`src/rtl/rat_ckpt.sv`:
```
// Register alias table with an in-order FIFO of branch checkpoints.
// A mispredict restores the map to a snapshot; retires clear the live map and all snapshots.
module rat_ckpt #(
  parameter int N_ARCH    = 32,
  parameter int ARF_ID_W  = $clog2(N_ARCH),
  parameter int ROB_ID_W  = 4,
  parameter int N_SRC     = 2,
  parameter int N_CKPT    = 4,
  parameter int CKPT_ID_W = $clog2(N_CKPT)
) (
  input  logic                        clk,
  input  logic                        rst,
  input  logic [N_SRC*ARF_ID_W-1:0]   i_lookup_arf_id,
  output logic [N_SRC-1:0]            o_lookup_spec,
  output logic [N_SRC*ROB_ID_W-1:0]   o_lookup_rob_id,
  input  logic                        i_rename_valid,
  input  logic [ARF_ID_W-1:0]         i_rename_arf_id,
  input  logic [ROB_ID_W-1:0]         i_rename_rob_id,
  input  logic                        i_retire_valid,
  input  logic [ARF_ID_W-1:0]         i_retire_arf_id,
  input  logic [ROB_ID_W-1:0]         i_retire_rob_id,
  input  logic                        i_ckpt_alloc_valid,
  output logic                        o_ckpt_alloc_ready,
  output logic [CKPT_ID_W-1:0]        o_ckpt_alloc_id,
  input  logic                        i_ckpt_free_valid,
  input  logic                        i_ckpt_restore_valid,
  input  logic [CKPT_ID_W-1:0]        i_ckpt_restore_id,
  input  logic                        i_flush,
  output logic [$clog2(N_CKPT+1)-1:0] o_ckpt_count
);
  localparam int CNT_W = $clog2(N_CKPT + 1);

  logic [N_ARCH-1:0]   r_spec;
  logic [ROB_ID_W-1:0] r_tag [N_ARCH];
  logic [N_ARCH-1:0]   r_ckptSpec [N_CKPT];
  logic [ROB_ID_W-1:0] r_ckptTag [N_CKPT][N_ARCH];
  logic [CKPT_ID_W-1:0] r_head, r_tail;
  logic [CNT_W-1:0]     r_count;

  logic [N_ARCH-1:0]    w_nextSpec;
  logic [ROB_ID_W-1:0]  w_nextTag [N_ARCH];
  logic [N_ARCH-1:0]    w_nextCkptSpec [N_CKPT];
  logic [ROB_ID_W-1:0]  w_nextCkptTag [N_CKPT][N_ARCH];
  logic [CKPT_ID_W-1:0] w_nextHead, w_nextTail, w_restoreDist;
  logic [CNT_W-1:0]     w_nextCount;
  logic                 w_ready, w_allocFire, w_freeFire, w_restoreLive;

  assign w_ready       = (r_count != CNT_W'(N_CKPT));
  assign w_allocFire   = i_ckpt_alloc_valid && w_ready && !i_ckpt_restore_valid;
  assign w_freeFire    = i_ckpt_free_valid && (r_count != '0);
  assign w_restoreDist = i_ckpt_restore_id - r_head;
  assign w_restoreLive = (CNT_W'(w_restoreDist) < r_count);

  assign o_ckpt_alloc_ready = w_ready;
  assign o_ckpt_alloc_id    = r_tail;
  assign o_ckpt_count       = r_count;

  always_comb begin
    o_lookup_spec   = '0;
    o_lookup_rob_id = '0;
    for (int s = 0; s < N_SRC; s++) begin
      o_lookup_spec[s] = (i_lookup_arf_id[s*ARF_ID_W +: ARF_ID_W] != '0) &&
                         r_spec[i_lookup_arf_id[s*ARF_ID_W +: ARF_ID_W]];
      o_lookup_rob_id[s*ROB_ID_W +: ROB_ID_W] = r_tag[i_lookup_arf_id[s*ARF_ID_W +: ARF_ID_W]];
    end
  end

  // Retire is checked against the source map's tag before rename overwrites it, so rename wins.
  always_comb begin
    for (int a = 0; a < N_ARCH; a++) begin
      w_nextSpec[a] = r_spec[a];
      w_nextTag[a]  = r_tag[a];
      if (i_ckpt_restore_valid) begin
        w_nextSpec[a] = r_ckptSpec[i_ckpt_restore_id][a];
        w_nextTag[a]  = r_ckptTag[i_ckpt_restore_id][a];
      end
      if (i_retire_valid && (i_retire_arf_id == ARF_ID_W'(a)) &&
          (w_nextTag[a] == i_retire_rob_id))
        w_nextSpec[a] = 1'b0;
      if (!i_ckpt_restore_valid && i_rename_valid && (i_rename_arf_id == ARF_ID_W'(a)) && (a != 0)) begin
        w_nextSpec[a] = 1'b1;
        w_nextTag[a]  = i_rename_rob_id;
      end
      if (a == 0)
        w_nextSpec[a] = 1'b0;
    end
    for (int c = 0; c < N_CKPT; c++) begin
      for (int a = 0; a < N_ARCH; a++) begin
        w_nextCkptTag[c][a]  = r_ckptTag[c][a];
        w_nextCkptSpec[c][a] = r_ckptSpec[c][a] &&
          !(i_retire_valid && (i_retire_arf_id == ARF_ID_W'(a)) &&
            (r_ckptTag[c][a] == i_retire_rob_id));
      end
    end
    if (w_allocFire) begin
      w_nextCkptSpec[r_tail] = w_nextSpec;
      w_nextCkptTag[r_tail]  = w_nextTag;
    end
  end

  always_comb begin
    w_nextHead = r_head + CKPT_ID_W'(w_freeFire);
    if (i_ckpt_restore_valid) begin
      w_nextTail  = i_ckpt_restore_id;
      w_nextCount = (w_restoreDist == '0) ? '0 : CNT_W'(w_restoreDist) - CNT_W'(w_freeFire);
    end else begin
      w_nextTail  = r_tail + CKPT_ID_W'(w_allocFire);
      w_nextCount = r_count + CNT_W'(w_allocFire) - CNT_W'(w_freeFire);
    end
  end

  // Flush keeps tags and snapshot contents; only the speculative bits and FIFO pointers clear.
  always_ff @(posedge clk) begin
    if (rst) begin
      r_spec  <= '0;
      r_head  <= '0;
      r_tail  <= '0;
      r_count <= '0;
      for (int a = 0; a < N_ARCH; a++) r_tag[a] <= '0;
      for (int c = 0; c < N_CKPT; c++) begin
        r_ckptSpec[c] <= '0;
        for (int a = 0; a < N_ARCH; a++) r_ckptTag[c][a] <= '0;
      end
    end else if (i_flush) begin
      r_spec  <= '0;
      r_head  <= '0;
      r_tail  <= '0;
      r_count <= '0;
    end else begin
      r_spec     <= w_nextSpec;
      r_tag      <= w_nextTag;
      r_ckptSpec <= w_nextCkptSpec;
      r_ckptTag  <= w_nextCkptTag;
      r_head     <= w_nextHead;
      r_tail     <= w_nextTail;
      r_count    <= w_nextCount;
    end
  end

  restoreLiveCheck: assert property (@(posedge clk) disable iff (rst)
    (i_ckpt_restore_valid && !i_flush) |-> w_restoreLive);
endmodule

```
`config.mk`:
```
export PLATFORM = sky130hd
export DESIGN_NAME = rat_ckpt
export DESIGN_NICKNAME = d
export VERILOG_FILES = /design/src/rtl/rat_ckpt.sv
export SDC_FILE = /design/constraint.sdc
export NUM_CORES = 2
export LEC_CHECK = 0
export BUFFER_PORTS_ARGS = -buffer_cell sky130_fd_sc_hd__buf_2
export CORE_AREA = 3 3 380 382
export CTS_CLUSTER_SIZE = 14
export DETAILED_ROUTE_END_ITERATION = 16
export DIE_AREA = 0 0 383 385
export PLACE_DENSITY = 0.46
export SLEW_MARGIN = 5
export SYNTH_ARGS = -nofsm -noshare
export SYNTH_HDL_FRONTEND = slang
export SYNTH_SLANG_ARGS = --single-unit
```
`constraint.sdc`:
```
create_clock -name clk -period 4.81 [get_ports clk]
set_clock_uncertainty 0.2 [all_clocks]
set_input_delay 0.481 -clock clk [delete_from_list [all_inputs] [get_ports clk]]
set_output_delay 0.481 -clock clk [all_outputs]
set_load 0.005 [all_outputs]
```
-- Word level (Yosys, flattened, before mapping)
Cells that the tools add are included.
- logic and storage cells: 1084
- output and inout port bits: 16
- input bits: 38
- bits in registers: 807
- bitwise logic cells: 5
- reductions and logical operators: 493
- $lt $le $gt $ge: 7
- equal/unequal tests: 222
- $add $sub $neg: 6
- mux-type cells: 182
- operators with widths (cell ; number):
    4-bit equality test ; 159
    512-bit bitwise mux ; 1
    128-bit two-way mux ; 4
    1-bit logical AND ; 357
    4-bit two-way mux ; 67
    128-bit binary-select mux with 2-bit select ; 1
    128-bit demux with 2-bit select ; 1
    5-bit equality test (second input constant) ; 32
    1-bit logical NOT ; 129
    128-bit bitwise mux ; 1
    32-bit two-way mux ; 3
    1-bit two-way mux ; 95
    5-bit by 4-bit equality test with 1-bit output (second input constant) ; 16
    32-bit binary-select mux with 2-bit select ; 1
    32-bit demux with 2-bit select ; 1
    4-bit binary-select mux with 5-bit select ; 2
    5-bit by 3-bit equality test with 1-bit output (second input constant) ; 8
    5-bit by 2-bit equality test with 1-bit output (second input constant) ; 4
    6-bit greater-or-equal comparator (second input constant) ; 2
    5-bit by 6-bit < comparator with 1-bit output (second input constant) ; 2
    5-bit inverter with 6-bit output ; 2
    1-bit binary-select mux with 5-bit select ; 2
    5-bit by 1-bit equality test with 1-bit output (second input constant) ; 2
    5-bit nonzero test ; 2
    other kinds (17) ; 21

-- Longest topological paths before layout
- word-level depth: 11
- depth in mapped cells: 13
- mapped depth without buffers: 11

-- Worst setup path before layout
OpenSTA, ideal clock, no wires.
- path type: input-to-output
- start: input port i_lookup_arf_id[0]
- end: output port o_lookup_rob_id[0]
- stages: 5
- buffers on the path: 2
- arrival time: 2.413 ns
- data required time: 4.129 ns
- slack: 1.716 ns
- cells stage by stage: clkbuf_1 buf_1 mux4_2 mux4_2 mux2_2
- cells in the longest elaborated chain, start to end: 4
- RTL lines (element ; line ; RTL):
    start, declared ; 13 ; input logic [N_SRC*ARF_ID_W-1:0] i_lookup_arf_id,
    5-bit inverter with 6-bit output (implied by the code) ; 64 ; o_lookup_rob_id[s*ROB_ID_W +: ROB_ID_W] = r_tag[i_lookup_arf_id[s*ARF_ID_W +: ARF_ID_W]];
    4-bit binary-select mux with 5-bit select ; 64 ;
    4-bit two-way mux (implied by the code) (2 in series) ; 64 ;
    end, declared ; 15 ; output logic [N_SRC*ROB_ID_W-1:0] o_lookup_rob_id,
Every way passes these cells. The select of a mux whose other input is x is not followed.

-- Worst setup path in the final report
- start: register r_tag[65] (netlist name)
- end: output port o_lookup_rob_id[5]
- cells in the longest elaborated chain, start to end: 3
- RTL lines (element ; line ; RTL):
    start, declared ; 34 ; logic [ROB_ID_W-1:0] r_tag [N_ARCH];
    start signal, assigned ; 131 ; r_tag <= w_nextTag;
    4-bit binary-select mux with 5-bit select ; 64 ;
    4-bit two-way mux (implied by the code) (2 in series) ; 64 ;
Every way passes these cells. The select of a mux whose other input is x is not followed.

==> results_dict.tcl <==
set metrics [dict create \
    syn_area_um2 49340 \
    initialDrtViolationCount 4596 \
    drive_gt1_share_pct 12.53 \
    dp_cells 7073 \
    synth-edff-count 0 \
    slew_headroom_pct 21.57 \
    final_nets 5332 \
    synth-async-reset-ratio_pct 0 \
    status "complete, no violations" \
    core-area_um2 141400 \
    place.port_buffers 53 \
    p_leak_uw 0.02076 \
    grt_max_degree 183 \
    required_ps 4130 \
    syn2layout_area_growth_pct 11.56 \
    p_int_uw 11980 \
    avgViaCountPerCell 5.956 \
    combPwrFrac_pct 10.7 \
    h-tree-depth 3 \
    seqPwrFrac_pct 40.6 \
    cp.arrival_ps 2860 \
    routed_wl_um 216600 \
    synth.yosys.warnings 0 \
    path_class "register to primary output" \
    cts-root-buf "clkbuf_16" \
    avgSynthCellArea_um2 9.024 \
    nFillCells 14117 \
    worstSetupStartpointType "register" \
    cp-end-kind "primary output" \
    initial_core_util_pct 34.89 \
    dieHeight_um 385 \
    timing.setup.tns_ps 0 \
    grt_pass1_vias 41498 \
    switching_power_uw 4543 \
    ir_drop_v 0.0002614 \
    yosys-top-cells-area "dfxtp_1 (33%), mux4_2 (11%), xor2_1 (9.9%)" \
    drt_pass1_iterations 7 \
    multiInputGateArea_um2 31220 \
    clockPowerShare_pct 48.7 \
    stdcell_count 7264 \
    slew_viol_final 0 \
    synth_fp_nets 5514 \
    finalHoldViolCount 0 \
    power_density_nw_per_um2 300.2 \
    antenna_found_initial 18 \
    period_share_pct 73.63 \
    vias 43264 \
    synth_area_leader_cell "dfxtp_1" \
    clkSinkCount 802 \
    synth-seq-area-share_pct 32.54 \
    setup_viol 0 \
    synth.distinct_cells 79 \
    synth_cells 5468 \
    swShare_pct 27.49 \
    dp_hpwl_um 137400 \
    wl_per_cell_um 29.81 \
    num_io_pins 54 \
    max_freq_mhz 282.4 \
    hold_class "input pin to register" \
    clock_path_buffers 3 \
    rsz0062_at_grt "no" \
    maxCapViolCount 0 \
    clock_latency_ps 760 \
    finalCriticalPeriod_ps 3542 \
    fp.dieArea_um2 147500 \
    postLayoutCellArea_um2 55050 \
    p_total_uw 16520 \
    ant_nets 0 \
    ys_ff_latch 802 \
    rows 138 \
    tightest_slew_ps 1174 \
    place_area_um2 51560 \
    route.detailed.drc 0 \
    synth_top_area_share_pct 32.54 \
    tritoncts "yes" \
    overflow 0 \
    synth_ff_type "dfxtp_1" \
    die_w_um 383 \
    gp_congestion 0.9161 \
    clk_pin_slew_ps 60 \
    post-route-util_pct 38.93 \
    crit_fanout 5 \
    grt_pass1_wl_um 311300 \
    cts_inserted_buffers 99 \
    regArea_um2 16060 \
    grt_usage_pct 28.64 \
    post_cts_buffers 0 \
]
## cell type report
cell class,instances,share of cell area [%]
Clock inverter,41,1.046
Sequential cell,802,29.17
Multi-Input combinational cell,4170,56.72
Timing Repair Buffer,201,3.441
Clock buffer,143,5.219
Tap cell,1890,4.296
Antenna cell,5,0.02273
Inverter,12,0.08638
## Yosys cell counts, types with 30 or more instances
master    count
nor2_1      249
buf_2       120
xor2_1      558
o22ai_1     313
nand2b_1    302
a21oi_1     380
nand2_1     497
nor4_1      113
dfxtp_1     802
nand3b_1     33
mux4_2      232
o21ai_1     319
mux2i_1     369
clkbuf_1    260
buf_1        63
a211oi_1     30
o21ai_0     142
xnor2_1     261
nor3_1       33
nand3_1      46
## metal layers
metal  up-vias  part of all wire, %  global-route usage, %
met1     21781                   44                  39.99
met4         4                  3.6                  10.08
li1      19245                    -                      -
met2      1860                   44                  44.15
met3       374                  8.5                  5.309
met5         -                0.014                      0
## timing repair
item | CTS | global route
endpoints found under the setup margin | 0 | 0
hold buffers | 2 | 0
gates resized for setup | 0 | 0
hold endpoints to repair | 20 | 0
## cells in the final DEF (no fill, tap or decap), drive strengths merged, types with 117 or more instances in the layout
cell / n
dfxtp: 802
xor2: 558
nand2: 497
o21ai: 461
a21oi: 380
mux2i: 369
o22ai: 313
nand2b: 302
xnor2: 261
nor2: 252
mux4: 232
buf: 199
clkbuf: 143
nor4: 117
## critical path: stages (launching register included)
cell     delay [ps]
dfxtp_1         470
mux4_2          550
mux4_2          570
mux2_2          360
buf_2           150
## power by group through the flow
stage	registers, µW	clock network (µW)	logic, µW
floorplan	6820	0	1120
global placement	6850	0	1740
detailed placement	6850	0	1740
CTS	6700	8140	1750
global route	6700	8400	1850
finish	6700	8050	1780
## state kept, by name (all words and copies together), names as in the netlist
register         count
r_head               2
o_ckpt_count         3
o_ckpt_alloc_id      2
r_ckptTag          512
r_tag              128
r_spec              31
r_ckptSpec         124
## stage by stage
step / hold WS [ps] / worst slack [ps]
floorplan: 241.7 / 1716
global placement: 252.0 / 1252
detailed placement: 259.2 / 1353
CTS: 25.16 / 1279
global route: 83.37 / 1239
finish: 67.32 / 1268
## cell families (layout without fill, tap and decap cells)
| logic type | Yosys count | count (layout) | synth area share, % |
|---|---|---|---|
| multiplexers | 637 | 637 | 18.90 |
| adder cells (fa/ha/maj) | 8 | 8 | 0.2181 |
| flip-flops | 802 | 802 | 32.54 |
| buffers and inverters | 496 | 397 | 4.499 |
| AO/OA/AOI/OAI | 1321 | 1321 | 15.36 |
| XOR/XNOR | 819 | 819 | 14.54 |
| other | 0 | 5 | 0 |
| AND/OR/NAND/NOR | 1385 | 1385 | 13.95 |
## final timing paths
check                     start  slack, ps  cells after the start                 end
max                   r_tag[65]       1270                      4  o_lookup_rob_id[5]
min           i_ckpt_free_valid         70                      4           r_head[0]
max reg2reg  o_ckpt_alloc_id[0]       1740                      7      r_ckptSpec[27]
min reg2reg      r_ckptSpec[84]        270                      2      r_ckptSpec[84]
Note: power is estimated with default switching activity, not from simulation.
